**config.mk**
```make
export PLATFORM = sky130hd
export DESIGN_NAME = keypad_scan_entry
export DESIGN_NICKNAME = d
export VERILOG_FILES = /design/src/rtl/keypad_scan_entry.sv
export SDC_FILE = /design/constraint.sdc
export NUM_CORES = 1
export LEC_CHECK = 0
export CORE_ASPECT_RATIO = 1.1
export CORE_UTILIZATION = 31
export CTS_CLUSTER_DIAMETER = 30
export DETAILED_ROUTE_END_ITERATION = 8
export PLACE_DENSITY = 0.51
export SYNTH_ARGS = -nofsm -noshare
export SYNTH_HDL_FRONTEND = slang
export SYNTH_SLANG_ARGS = --single-unit
```
**constraint.sdc**
```tcl
create_clock -name clk1 -period 2.36 [get_ports clk1]
set_input_delay 0.472 -clock clk1 [delete_from_list [all_inputs] [get_ports clk1]]
set_output_delay 0.472 -clock clk1 [all_outputs]
set_load 0.01 [all_outputs]
```
**src/rtl/keypad_scan_entry.sv**
```systemverilog
// keypad_scan_entry: 4x4 hex keypad scanner with synchronizer, debouncer and
// a 32-bit shift-in entry register (newest digit in the low nibble).
module keypad_scan_entry #(
  parameter int SCAN_BITS       = 16,
  parameter int DEBOUNCE_CYCLES = 1000000
) (
  input  logic        clk1,
  input  logic        rst,
  input  logic [3:0]  row,
  output logic [3:0]  col,
  input  logic        clear,
  output logic [31:0] DATA,
  output logic [3:0]  key_code,
  output logic        key_valid
);

  localparam logic [1:0] SCAN         = 2'd0;
  localparam logic [1:0] DEBOUNCE     = 2'd1;
  localparam logic [1:0] WAIT_RELEASE = 2'd2;

  localparam int DW = $clog2(DEBOUNCE_CYCLES + 1);
  localparam logic [DW-1:0] DEB_LAST = DW'(DEBOUNCE_CYCLES - 1);

  logic [1:0]           state;
  logic [3:0]           row_m;
  logic [3:0]           row_s;
  logic [SCAN_BITS-1:0] scan_cnt;
  logic [DW-1:0]        deb_cnt;
  logic [1:0]           c;
  logic [3:0]           pat;
  logic [1:0]           r_cap;
  logic [1:0]           low_row;
  logic [3:0]           code;

  // Hex legend of the keypad, indexed by row and column.
  function automatic logic [3:0] key_map(input logic [1:0] r, input logic [1:0] cc);
    logic [3:0] k;
    case ({r, cc})
      4'h0: k = 4'h1;
      4'h1: k = 4'h2;
      4'h2: k = 4'h3;
      4'h3: k = 4'hA;
      4'h4: k = 4'h4;
      4'h5: k = 4'h5;
      4'h6: k = 4'h6;
      4'h7: k = 4'hB;
      4'h8: k = 4'h7;
      4'h9: k = 4'h8;
      4'hA: k = 4'h9;
      4'hB: k = 4'hC;
      4'hC: k = 4'h0;
      4'hD: k = 4'hF;
      4'hE: k = 4'hE;
      default: k = 4'hD;
    endcase
    return k;
  endfunction

  assign col  = ~(4'b0001 << c);
  assign code = key_map(r_cap, c);

  // Lowest-indexed active-low row wins when several rows are pulled down.
  always_comb begin
    low_row = 2'd3;
    if (!row_s[0])      low_row = 2'd0;
    else if (!row_s[1]) low_row = 2'd1;
    else if (!row_s[2]) low_row = 2'd2;
  end

  // Two-flop synchronizer for the asynchronous row returns.
  always_ff @(posedge clk1) begin
    if (rst) begin
      row_m <= '1;
      row_s <= '1;
    end else begin
      row_m <= row;
      row_s <= row_m;
    end
  end

  // Scan / debounce / release FSM and the entry register.
  always_ff @(posedge clk1) begin
    if (rst) begin
      state     <= SCAN;
      scan_cnt  <= '0;
      deb_cnt   <= '0;
      c         <= 2'd0;
      pat       <= '1;
      r_cap     <= 2'd0;
      DATA      <= '0;
      key_code  <= '0;
      key_valid <= 1'b0;
    end else begin
      key_valid <= 1'b0;
      case (state)
        SCAN: begin
          scan_cnt <= scan_cnt + 1'b1;
          if (scan_cnt == '1) begin
            if (row_s != 4'hF) begin
              pat     <= row_s;
              r_cap   <= low_row;
              deb_cnt <= '0;
              state   <= DEBOUNCE;
            end else begin
              c <= c + 2'd1;
            end
          end
        end
        DEBOUNCE: begin
          if (row_s == pat) begin
            if (deb_cnt == DEB_LAST) begin
              key_valid <= 1'b1;
              key_code  <= code;
              DATA      <= {DATA[27:0], code};
              deb_cnt   <= '0;
              state     <= WAIT_RELEASE;
            end else begin
              deb_cnt <= deb_cnt + 1'b1;
            end
          end else begin
            state    <= SCAN;
            c        <= c + 2'd1;
            scan_cnt <= '0;
            deb_cnt  <= '0;
          end
        end
        WAIT_RELEASE: begin
          if (row_s == 4'hF) begin
            if (deb_cnt == DEB_LAST) begin
              state    <= SCAN;
              c        <= c + 2'd1;
              scan_cnt <= '0;
              deb_cnt  <= '0;
            end else begin
              deb_cnt <= deb_cnt + 1'b1;
            end
          end else begin
            deb_cnt <= '0;
          end
        end
        default: begin
          state    <= SCAN;
          scan_cnt <= '0;
          deb_cnt  <= '0;
        end
      endcase
      // Clear overrides a coincident commit's shift; key_code/key_valid still update.
      if (clear) DATA <= '0;
    end
  end

endmodule

```
==> results of run 1 <==
[stage by stage]
step | instance area [um2] | power (W)
CTS | 5180 | 0.003195
global placement | 4911 | 0.001851
floorplan | 4123 | 0.001768
global route | 5213 | 0.003278
detailed placement | 4911 | 0.001855
finish | 5213 | 0.003139
[area by class of cell]
class,count,area (um2)
clock buffer,10,229.0
clock inverter,5,40.04
fill,1305,7592
inverter,17,63.81
multi-input combinational,343,2147
sequential,91,1826
tap,157,196.4
timing repair buffer,74,710.7
[layout by cell type (no fill, tap or decap), drive strengths merged, types with 2 or more instances in the layout]
| cell type | netlist | layout |
|---|---|---|
| a21o | 6 | 6 |
| a21oi | 39 | 39 |
| a32o | 5 | 5 |
| and2 | 3 | 3 |
| and3 | 6 | 6 |
| buf | 5 | 27 |
| clkbuf | 19 | 10 |
| clkdlybuf4s50 | 0 | 47 |
| clkinvlp | 0 | 3 |
| dfxtp | 91 | 91 |
| ha | 12 | 12 |
| inv | 17 | 18 |
| mux2i | 6 | 6 |
| nand2 | 85 | 85 |
| nand2b | 3 | 3 |
| nand3 | 15 | 15 |
| nand4 | 10 | 10 |
| nor2 | 40 | 40 |
| nor3 | 17 | 17 |
| nor3b | 4 | 4 |
| nor4 | 11 | 11 |
| nor4b | 10 | 10 |
| o211ai | 4 | 4 |
| o21ai | 6 | 6 |
| o31a | 3 | 3 |
| o31ai | 3 | 3 |
| or2 | 13 | 13 |
| or3 | 2 | 2 |
| xnor2 | 25 | 25 |
| xor2 | 3 | 3 |
[layer usage]
| metal | vias up | wire [um] |
|---|---|---|
| met4 | 0 | 177 |
| met2 | 41 | 4750 |
| met1 | 1623 | 4343 |
| met5 | - | 0 |
| li1 | 1758 | - |
| met3 | 12 | 285 |
[cells by family after synthesis]
kind of cell / after synthesis / synth area share, %
simple gates: 224 / 28.45
flops: 91 / 44.20
compound gates: 72 / 11.32
buf+inv: 41 / 4.432
xor+xnor: 28 / 5.950
fa+ha+maj: 12 / 3.643
mux: 7 / 2.004
[path summary, 6_finish.rpt]
| kind | start | cells past startpoint | to | slack [ns] |
|---|---|---|---|---|
| worst max-delay path | scan_cnt[0] | 8 | deb_cnt[15] | 0.12 |
| worst min-delay path | row_m[1] | 1 | row_s[1] | 0.41 |
| worst max register to register | scan_cnt[0] | 8 | deb_cnt[15] | 0.12 |
| worst min register to register | row_m[1] | 1 | row_s[1] | 0.41 |
[power by group through the flow]
stage	Combinational, W	Sequential, W	Clock, W
after floorplan	0.000158	0.00161	0
after global placement	0.000236	0.00162	0
after detailed placement	0.000238	0.00162	0
after CTS	0.000239	0.00158	0.00137
after global routing	0.000262	0.00159	0.00143
final	0.000235	0.00158	0.00132
[flip-flops by register name, indices dropped and copies added, names as in the netlist]
register / flops
c: 2
r_cap: 2
state: 2
DATA: 32
row_s: 4
pat: 4
row_m: 4
key_code: 4
deb_cnt: 20
key_valid: 1
scan_cnt: 16
[timing repair]
item | CTS | global route
resized for setup | 0 | 7
endpoints found under the hold margin | 0 | 0
setup endpoints to repair | 0 | 8
==> results.json, run 1 <==
{
  "crit_required_ns": 2.60,
  "endpoints_failing_setup": 0,
  "wirelength_um": 9556,
  "grt_util_met2_pct": 26.71,
  "static_leakage_nw": 1.738,
  "maxSlewHeadroom_pct": 59.18,
  "worst_setup_hold_path_clk_slew_ns": 0.06,
  "crit_chain": "ha_1, nand3_1, or4_1, o31a_1, buf_12, nor4_1, xnor2_1, nor2_1",
  "cts_buffer_depth": 2,
  "synth_fp_nets": 494,
  "grt_pass1_wl_um": 16370,
  "number_of_antenna_violations_at_the_first_check_in_global_routing": 0,
  "finalCritPeriodShare_pct": 94.93,
  "synth.ff_latch_count": 91,
  "tritoncts": "yes",
  "postSynthCellCount": 475,
  "areaGrowthSynthToFinish_pct": 26.47,
  "fin_skew_ns": 0.005793,
  "holdWs_ns": 0.4067,
  "synth_cell_type_count": 51,
  "vias": 3434,
  "layout-drive-gt1-share_pct": 14.26,
  "synth_most_common_cell": "dfxtp_1",
  "seqPwrFrac_pct": 50.5,
  "critical-path-top-delay-family": "simple AND/OR/NAND/NOR gates",
  "antenna_cells": 0,
  "die_h_um": 122.9,
  "drv.max_cap_violation_count": 0,
  "routabilityCongestion": 0.7706,
  "count_of_flip_flops_with_a_built_in_enable_after_synthesis": 0,
  "avgRoutedWirePerCell_um": 13.71,
  "status": "finished with violations",
  "timing.final.ws_setup_ns": 0.1196,
  "startpoint_type": "flip-flop",
  "synth_sequential_area_ratio_pct": 44.20,
  "grt_start_max_net_pins": 33,
  "timing.critical_path.buf_inv": 1,
  "vias_per_cell": 4.927,
  "first_global_vias": 3413,
  "crit_path_end_kind": "flip-flop",
  "synth-async-reset-ratio_pct": 0,
  "tritoncts_num_sinks": 91,
  "cts_made_buffers": 9,
  "final_period_minus_worst_setup_slack_ns": 2.240,
  "route.detailed.drc": 6,
  "fin_tns_setup_ns": 0,
  "hold_path_class": "reg2reg",
  "worst_skew_pair.late_latency_ns": 0.34,
  "power_switching_share_pct": 24.27,
  "layoutNonFillerInstCount": 697,
  "antenna_violating_nets_post_route": 0,
  "max_freq_ghz": 0.4463,
  "place.port_buffers": 47,
  "grt.overflow.total": 0,
  "arrival_ns": 2.48,
  "die_x_um": 111.9,
  "final_hold_viol_count": 0,
  "postCtsSetupBuffers": 0,
  "netlist.area_leader.share_pct": 44.20,
  "synthDominantAreaCellType": "dfxtp_1",
  "netlist_top_cells_area": "dfxtp_1 (44%), nand2_1 (7.7%), xnor2_1 (5.3%)",
  "cts.hold.buffers_added": 0,
  "placementRows": 43,
  "slew_at_the_pin_with_the_worst_max_slew_slack_ns": 0.6076,
  "power_frac_comb_pct": 7.5,
  "dr.pass1.iters": 6,
  "most_congested_layer_reported_by_global_routing": "met2",
  "cell_with_the_largest_stage_delay_on_the_worst_path": "or4_1",
  "core_region_area_um2": 12800,
  "design.final.nets": 555,
  "power.internal_w": 0.002377,
  "design.die.area_um2": 13760,
  "total_switching_power_w": 0.0007617,
  "dpl_worst_slack_ns": 0.08412,
  "dp_hpwl_um": 6710,
  "pwr-share-clk_pct": 42.1,
  "critPathMaxFanout": 18,
  "number_of_i_o_pins": 48,
  "grt_util_all_layers_pct": 15.00,
  "final_util_pct": 40.71,
  "synth.top_cells.by_count": "dfxtp_1 (91), nand2_1 (85), a21oi_1 (39), nor2_1 (39), xnor2_1 (25)",
  "use_met1_pct": 17.80,
  "startpoint_to_endpoint_class_of_the_critical_path": "reg2reg",
  "vdd_drop_max_v": 0.0003204,
  "synth_area_um2": 4121,
  "met3_usage_pct": 2.794,
  "synth-warning-count": 0,
  "cts.root.buffer_cell": "clkbuf_16",
  "floorplan.initialDensity_pct": 32.19,
  "powerDensity_nw_per_um2": 602.2,
  "drt_first_iter_violations": 168,
  "unrepaired_setup_endpoints_after_global_routing": "false",
  "yosys_most_used_dff": "dfxtp_1",
  "placedCellCount": 682,
  "avgSynthCellArea_um2": 8.677,
  "slew_viol_final": 0,
  "clock_tree.htree_level_count": 3,
  "violations": "DRC",
  "critical_path.max_stage_delay_ns": 0.45
}
(Power assumes the default switching activity.)
==> inputs of run 2 (changes only) <==
HOLD_SLACK_MARGIN = 0.05   (was not set)
==> results of run 2 <==
The final DEF is identical to that of run 1; final timing and power are the same.
